<file path="src/rtl/mem_port_arbiter_if.sv">
// Bus bundle between mem_port_arbiter, its two requesters (core and
// program loader/debug port) and the unified instruction/data memory.
//   c_*   : core request (req/we/addr/wdata/be in; gnt/rvalid/rdata out)
//   l_*   : loader request, same shape as core, plus l_lock priority hold
//   mem_* : memory strobes and registered address/data/byte enables out,
//           mem_rdata in
// Modport slave is the arbiter's view; master is the environment's view.
interface mem_port_arbiter_if #(
  parameter int ADDR_W = 32,
  parameter int DATA_W = 32
);
  logic              c_req;
  logic              c_we;
  logic [ADDR_W-1:0] c_addr;
  logic [DATA_W-1:0] c_wdata;
  logic [DATA_W/8-1:0] c_be;
  logic              c_gnt;
  logic              c_rvalid;
  logic [DATA_W-1:0] c_rdata;

  logic              l_req;
  logic              l_we;
  logic [ADDR_W-1:0] l_addr;
  logic [DATA_W-1:0] l_wdata;
  logic [DATA_W/8-1:0] l_be;
  logic              l_lock;
  logic              l_gnt;
  logic              l_rvalid;
  logic [DATA_W-1:0] l_rdata;

  logic              mem_en;
  logic              mem_we;
  logic [ADDR_W-1:0] mem_addr;
  logic [DATA_W-1:0] mem_wdata;
  logic [DATA_W/8-1:0] mem_be;
  logic [DATA_W-1:0] mem_rdata;

  modport slave (
    input  c_req, c_we, c_addr, c_wdata, c_be,
    input  l_req, l_we, l_addr, l_wdata, l_be, l_lock,
    input  mem_rdata,
    output c_gnt, c_rvalid, c_rdata,
    output l_gnt, l_rvalid, l_rdata,
    output mem_en, mem_we, mem_addr, mem_wdata, mem_be
  );

  modport master (
    output c_req, c_we, c_addr, c_wdata, c_be,
    output l_req, l_we, l_addr, l_wdata, l_be, l_lock,
    output mem_rdata,
    input  c_gnt, c_rvalid, c_rdata,
    input  l_gnt, l_rvalid, l_rdata,
    input  mem_en, mem_we, mem_addr, mem_wdata, mem_be
  );
endinterface

</file>
<file path="src/rtl/mem_port_arbiter.sv">
// Arbitrates the single unified memory of the multicycle RV32I core between
// the core and the program loader/debug port. One transaction at a time:
// IDLE (grant) -> ACCESS (mem_en strobe) -> [WAIT (read latency)] -> IDLE.
// Ports:
//   clk  : clock
//   rst  : synchronous active-high reset
//   bus  : mem_port_arbiter_if.slave -- core/loader request bundles with
//          gnt/rvalid/rdata returns, and the memory-side strobes/data.
// Parameters: ADDR_W, DATA_W (multiple of 8), MEM_LAT (>=1) cycles from the
// mem_en cycle to the cycle mem_rdata is valid.
module mem_port_arbiter #(
  parameter int ADDR_W  = 32,
  parameter int DATA_W  = 32,
  parameter int MEM_LAT = 2
) (
  input logic              clk,
  input logic              rst,
  mem_port_arbiter_if.slave bus
);
  localparam int BE_W  = DATA_W / 8;
  localparam int CNT_W = $clog2(MEM_LAT + 1);

  if (MEM_LAT < 1) begin : g_bad_lat
    $error("mem_port_arbiter: MEM_LAT must be >= 1");
  end
  if ((DATA_W % 8) != 0) begin : g_bad_dw
    $error("mem_port_arbiter: DATA_W must be a multiple of 8");
  end

  typedef enum logic [1:0] {S_IDLE, S_ACCESS, S_WAIT} state_t;
  typedef enum logic {OWN_CORE, OWN_LOADER} owner_t;

  state_t            state, state_nx;
  owner_t            owner, last_grant;
  logic              we_q;
  logic [CNT_W-1:0]  cnt;
  logic [ADDR_W-1:0] addr_q;
  logic [DATA_W-1:0] wdata_q;
  logic [BE_W-1:0]   be_q;
  logic              c_win, l_win, rd_done;

  // Grants and the read-complete strobe are suppressed while rst is high so
  // nothing is handed out in a cycle whose register updates are discarded.
  always_comb begin
    state_nx = state;
    c_win    = 1'b0;
    l_win    = 1'b0;
    rd_done  = 1'b0;
    case (state)
      S_IDLE: begin
        if (!rst) begin
          l_win = bus.l_req && (bus.l_lock || !bus.c_req || last_grant == OWN_CORE);
          c_win = bus.c_req && !l_win;
          if (l_win || c_win) state_nx = S_ACCESS;
        end
      end
      S_ACCESS: state_nx = we_q ? S_IDLE : S_WAIT;
      S_WAIT: begin
        if (cnt == CNT_W'(1)) begin
          rd_done  = !rst;
          state_nx = S_IDLE;
        end
      end
      default: state_nx = S_IDLE;
    endcase
  end

  always_ff @(posedge clk) begin
    if (rst) begin
      state      <= S_IDLE;
      owner      <= OWN_CORE;
      last_grant <= OWN_LOADER;
      we_q       <= 1'b0;
      cnt        <= '0;
      addr_q     <= '0;
      wdata_q    <= '0;
      be_q       <= '0;
    end else begin
      state <= state_nx;
      if (l_win) begin
        owner      <= OWN_LOADER;
        last_grant <= OWN_LOADER;
        we_q       <= bus.l_we;
        addr_q     <= bus.l_addr;
        wdata_q    <= bus.l_wdata;
        be_q       <= bus.l_be;
      end else if (c_win) begin
        owner      <= OWN_CORE;
        last_grant <= OWN_CORE;
        we_q       <= bus.c_we;
        addr_q     <= bus.c_addr;
        wdata_q    <= bus.c_wdata;
        be_q       <= bus.c_be;
      end
      if (state == S_ACCESS) cnt <= CNT_W'(MEM_LAT);
      else if (state == S_WAIT) cnt <= cnt - 1'b1;
    end
  end

  logic c_rv, l_rv;
  assign c_rv = rd_done && (owner == OWN_CORE);
  assign l_rv = rd_done && (owner == OWN_LOADER);

  assign bus.c_gnt     = c_win;
  assign bus.l_gnt     = l_win;
  assign bus.c_rvalid  = c_rv;
  assign bus.l_rvalid  = l_rv;
  assign bus.c_rdata   = c_rv ? bus.mem_rdata : '0;
  assign bus.l_rdata   = l_rv ? bus.mem_rdata : '0;
  assign bus.mem_en    = (state == S_ACCESS);
  assign bus.mem_we    = (state == S_ACCESS) && we_q;
  assign bus.mem_addr  = addr_q;
  assign bus.mem_wdata = wdata_q;
  assign bus.mem_be    = be_q;
endmodule

</file>
<file path="src/flat_wrapper.sv">
// flat-port wrapper written by rule: the top's interface ports become plain ports
module mem_port_arbiter_flat 
#(
  parameter int ADDR_W  = 32,
  parameter int DATA_W  = 32,
  parameter int MEM_LAT = 2
)
  (clk, rst, bus_c_req, bus_c_we, bus_c_addr, bus_c_wdata, bus_c_be, bus_l_req, bus_l_we, bus_l_addr, bus_l_wdata, bus_l_be, bus_l_lock, bus_mem_rdata, bus_c_gnt, bus_c_rvalid, bus_c_rdata, bus_l_gnt, bus_l_rvalid, bus_l_rdata, bus_mem_en, bus_mem_we, bus_mem_addr, bus_mem_wdata, bus_mem_be);
  mem_port_arbiter_if #(.ADDR_W(ADDR_W), .DATA_W(DATA_W)) bus_i ();
  input logic clk;
  input logic rst;
  input wire logic [$bits(bus_i.c_req)-1:0] bus_c_req;
  input wire logic [$bits(bus_i.c_we)-1:0] bus_c_we;
  input wire logic [$bits(bus_i.c_addr)-1:0] bus_c_addr;
  input wire logic [$bits(bus_i.c_wdata)-1:0] bus_c_wdata;
  input wire logic [$bits(bus_i.c_be)-1:0] bus_c_be;
  input wire logic [$bits(bus_i.l_req)-1:0] bus_l_req;
  input wire logic [$bits(bus_i.l_we)-1:0] bus_l_we;
  input wire logic [$bits(bus_i.l_addr)-1:0] bus_l_addr;
  input wire logic [$bits(bus_i.l_wdata)-1:0] bus_l_wdata;
  input wire logic [$bits(bus_i.l_be)-1:0] bus_l_be;
  input wire logic [$bits(bus_i.l_lock)-1:0] bus_l_lock;
  input wire logic [$bits(bus_i.mem_rdata)-1:0] bus_mem_rdata;
  output wire logic [$bits(bus_i.c_gnt)-1:0] bus_c_gnt;
  output wire logic [$bits(bus_i.c_rvalid)-1:0] bus_c_rvalid;
  output wire logic [$bits(bus_i.c_rdata)-1:0] bus_c_rdata;
  output wire logic [$bits(bus_i.l_gnt)-1:0] bus_l_gnt;
  output wire logic [$bits(bus_i.l_rvalid)-1:0] bus_l_rvalid;
  output wire logic [$bits(bus_i.l_rdata)-1:0] bus_l_rdata;
  output wire logic [$bits(bus_i.mem_en)-1:0] bus_mem_en;
  output wire logic [$bits(bus_i.mem_we)-1:0] bus_mem_we;
  output wire logic [$bits(bus_i.mem_addr)-1:0] bus_mem_addr;
  output wire logic [$bits(bus_i.mem_wdata)-1:0] bus_mem_wdata;
  output wire logic [$bits(bus_i.mem_be)-1:0] bus_mem_be;
  assign bus_i.c_req = bus_c_req;
  assign bus_i.c_we = bus_c_we;
  assign bus_i.c_addr = bus_c_addr;
  assign bus_i.c_wdata = bus_c_wdata;
  assign bus_i.c_be = bus_c_be;
  assign bus_i.l_req = bus_l_req;
  assign bus_i.l_we = bus_l_we;
  assign bus_i.l_addr = bus_l_addr;
  assign bus_i.l_wdata = bus_l_wdata;
  assign bus_i.l_be = bus_l_be;
  assign bus_i.l_lock = bus_l_lock;
  assign bus_i.mem_rdata = bus_mem_rdata;
  assign bus_c_gnt = bus_i.c_gnt;
  assign bus_c_rvalid = bus_i.c_rvalid;
  assign bus_c_rdata = bus_i.c_rdata;
  assign bus_l_gnt = bus_i.l_gnt;
  assign bus_l_rvalid = bus_i.l_rvalid;
  assign bus_l_rdata = bus_i.l_rdata;
  assign bus_mem_en = bus_i.mem_en;
  assign bus_mem_we = bus_i.mem_we;
  assign bus_mem_addr = bus_i.mem_addr;
  assign bus_mem_wdata = bus_i.mem_wdata;
  assign bus_mem_be = bus_i.mem_be;
  mem_port_arbiter #(.ADDR_W(ADDR_W), .DATA_W(DATA_W), .MEM_LAT(MEM_LAT)) u_core (.clk(clk), .rst(rst), .bus(bus_i));
endmodule
</file>
<file path="config.mk">
export PLATFORM = sky130hd
export DESIGN_NAME = mem_port_arbiter_flat
export DESIGN_NICKNAME = d
export VERILOG_FILES = /design/src/rtl/mem_port_arbiter_if.sv /design/src/rtl/mem_port_arbiter.sv /design/src/flat_wrapper.sv
export SDC_FILE = /design/constraint.sdc
export NUM_CORES = 1
export LEC_CHECK = 0
export CAP_MARGIN = 10
export CORE_AREA = 2 2 123 125
export CTS_CLUSTER_SIZE = 16
export DETAILED_ROUTE_END_ITERATION = 8
export DIE_AREA = 0 0 125 127
export PLACE_DENSITY = 0.71
export SYNTH_ARGS = -nofsm -noshare
export SYNTH_HDL_FRONTEND = slang
export SYNTH_SLANG_ARGS = --single-unit
export TNS_END_PERCENT = 10
</file>
<file path="constraint.sdc">
create_clock -name clk -period 3.1 [get_ports clk]
set_input_delay 0.465 -clock clk [delete_from_list [all_inputs] [get_ports clk]]
set_output_delay 0.465 -clock clk [all_outputs]
set_load 0.005 [all_outputs]
</file>
==> run summary <==
worst slew pin tran - 0.817 ns
DIE WIDTH - 125 um
H-tree depth - 3
root buf cell - clkbuf_16
clock buffer depth - 2
delay-heaviest family, CP - simple AND/OR/NAND/NOR gates
IO Port Bufs - 312
Final Hold Vio Count - 0
setup violators final - 0
Die ar. - 0.0159 mm^2
I/O Pins - 313
CP peak stage delay - 0.58 ns
fin nets - 960
Worst Path Buf+Inv - 2
post-synthesis cell area - 0.00430 mm^2
Post-Synthesis Net Count - 681
Die Span Y - 127 um
clock sink count - 75
CP max stage cell - and4bb_2
initial antenna violation count - 0
WHS Path Cells - 3
# placed instances - 954
Max Cap Viol - 0
final core utilization - 53.8%
CP arrival - 2.29 ns
vias in the first global route - 4962
CP endpoint kind - output port
peak supply drop - 0.218 mV
Clock transition at path regs - 0.05 ns
RSZ-0062 raised after global routing - false
Worst slew margin - 45.6%
period utilization - 88.7%
WS Path Type - reg -> out
pwr/cell area - 432 mW/mm^2
post-route ant nets - 0
Pre-Repair DR Iteration Count - 5
gr ovfl total - 0
Tmin final - 2.75 ns
final wirelength - 17.0 mm
CP startpoint kind - flip-flop
TritonCTS clock tree - done
total negative setup slack - 0 ns
initial core utilization - 29.8%
area grow syn2layout - 80.4%
HP Class - in -> reg
crit-path cells - inv_1, ha_1, and4bb_2, and2_1, clkdlybuf4s50_1
total track usage - 20.4%
CORE AREA - 0.0144 mm^2
number of diodes - 0
Worst-Skew Late Latency - 0.33 ns
Netlist cell types - 27
Mapped Cells - 502
DRT iter0 DRCs - 226
f_max - 364 MHz
share of cells above drive strength 1 - 12.2%
Layout Cells excl Fill - 970
Worst Path Required - 2.63 ns
Leak - 2.66 nW
syn_area_per_cell - 8.56 um^2
Final GP Congestion - 0.912
hpwl dp - 12.2 mm
sequential share of the synthesized area - 34.9%
first-pass GRT wire length - 26.2 mm
CP max FO - 33
Power, Total - 3.35 mW
Avg WL per Cell - 17.5 um
clock buffer count from CTS - 9
maximum number of pins on one net before global-route repair - 71
Reg2Reg Depth - 6
synthesis-stage register bit count - 75
Slew Viols, Final - 0
YS warnings - 0
via count - 4888
Residual DRC - 0
critical path depth - 5
hold buffer count at cts - 0
worst clock skew - 0.00674 ns
Row Count - 44
vias per std cell - 5.04
status - finished, final reports clean
==> state kept, by name (all words and copies together), names as in the netlist <==
register,flops
u_core.owner,1
u_core.we_q,1
u_core.bus.mem_addr,32
u_core.bus.mem_be,4
u_core.state,2
u_core.bus.mem_wdata,32
u_core.last_grant,1
u_core.cnt,2
==> cell usage in the layout, fill, tap and decap left out, types with 2 or more instances in the layout <==
master | synthesis | routed
a21oi_1 | 4 | 4
clkbuf_8 | 0 | 4
nor3_1 | 70 | 70
nand3b_1 | 2 | 2
nand2_1 | 140 | 140
ha_1 | 4 | 4
dfxtp_1 | 75 | 75
clkbuf_16 | 0 | 9
inv_1 | 5 | 5
o21ai_0 | 3 | 3
clkdlybuf4s50_1 | 0 | 311
and3b_2 | 0 | 2
a311oi_1 | 2 | 2
buf_4 | 3 | 8
and2_1 | 65 | 65
a311oi_2 | 67 | 67
clkbuf_1 | 36 | 2
==> cell type report <==
class                   count  area [um^2]
well taps                 184          230
multi-input cells         370         2520
repair buffers            320         3190
inverters                   5         18.8
clock buffers              15          288
fillers                  1280         6670
clock inverters             1         5.00
flip-flops and latches     75         1500
==> metrics by stage <==
stage               instance area [um^2]  setup WS, ns  hold slack (ns)
floorplan                           4300          1.30            0.440
global placement                    7460         0.528            0.477
detailed placement                  7460         0.422            0.479
CTS                                 7750        0.0906            0.440
global route                        7750         0.166            0.462
finish                              7750         0.349            0.459
==> cells in the mapped netlist, drive strengths merged <==
library cell | count | share of area [%]
o211a | 1 | 0.23
buf | 16 | 3.1
or4b | 1 | 0.23
and4 | 1 | 0.20
nor2b | 1 | 0.15
inv | 5 | 0.44
a211oi | 1 | 0.17
o21ai | 3 | 0.35
nor2 | 1 | 0.087
a311oi | 69 | 24
nand2b | 1 | 0.15
and2 | 65 | 9.5
nand3b | 2 | 0.35
nor3 | 70 | 8.2
nand2 | 140 | 12
a21oi | 4 | 0.47
and3b | 2 | 0.41
xnor2 | 1 | 0.20
clkbuf | 36 | 3.1
or2 | 1 | 0.15
nor3b | 1 | 0.17
dfxtp | 75 | 35
ha | 4 | 1.2
and4bb | 1 | 0.29
==> path summary, 6_finish.rpt <==
kind / to / slack, ns / from
setup / recovery: bus_c_rdata[0] / 0.35 / u_core.state[0]$_SDFFE_PP0P_
hold / removal: u_core.state[0]$_SDFFE_PP0P_ / 0.46 / rst
setup reg to reg: u_core.bus.mem_be[0]$_SDFFE_PP0P_ / 1.04 / u_core.state[0]$_SDFFE_PP0P_
hold reg to reg: u_core.owner$_SDFFE_PP0P_ / 0.49 / u_core.owner$_SDFFE_PP0P_
==> worst register-to-register path, stage by stage (launching register included) <==
cell	delay, ns
dfxtp_1	0.35
inv_1	0.08
ha_1	0.26
nand3b_1	0.13
buf_4	0.65
nand2_1	0.20
a311oi_2	0.31
==> cell families (layout without fill, tap and decap cells) <==
family / after synthesis / after routing / share of synthesized area (%)
and+or+nand+nor: 287 / 287 / 32.0
AOI/OAI and AO/OA: 78 / 78 / 25.0
DFF: 75 / 75 / 34.9
buffers and inverters: 57 / 341 / 6.64
adders and majority gates: 4 / 4 / 1.16
xor gates and xnor gates: 1 / 1 / 0.204
==> per-layer routing <==
layer / part of all wire (%) / vias to the layer above / global-route usage [%]
met4: 3.1 / 0 / 8.63
met1: 39 / 2296 / 22.7
met5: 0 / - / 0
li1: - / 2324 / -
met3: 7.0 / 35 / 5.11
met2: 51 / 233 / 37.2
==> power breakdown <==
| group | switching, mW | internal (mW) |
|---|---|---|
| registers | 0.0824 | 1.11 |
| clock network | 0.388 | 0.629 |
| logic | 0.502 | 0.635 |
==> timing repair <==
item	in CTS	in global routing
endpoints found under the hold margin	0	0
setup endpoints to repair	0	32
resized for setup	0	1
buffers inserted	0	0
Note: power is estimated with default switching activity, not from simulation.
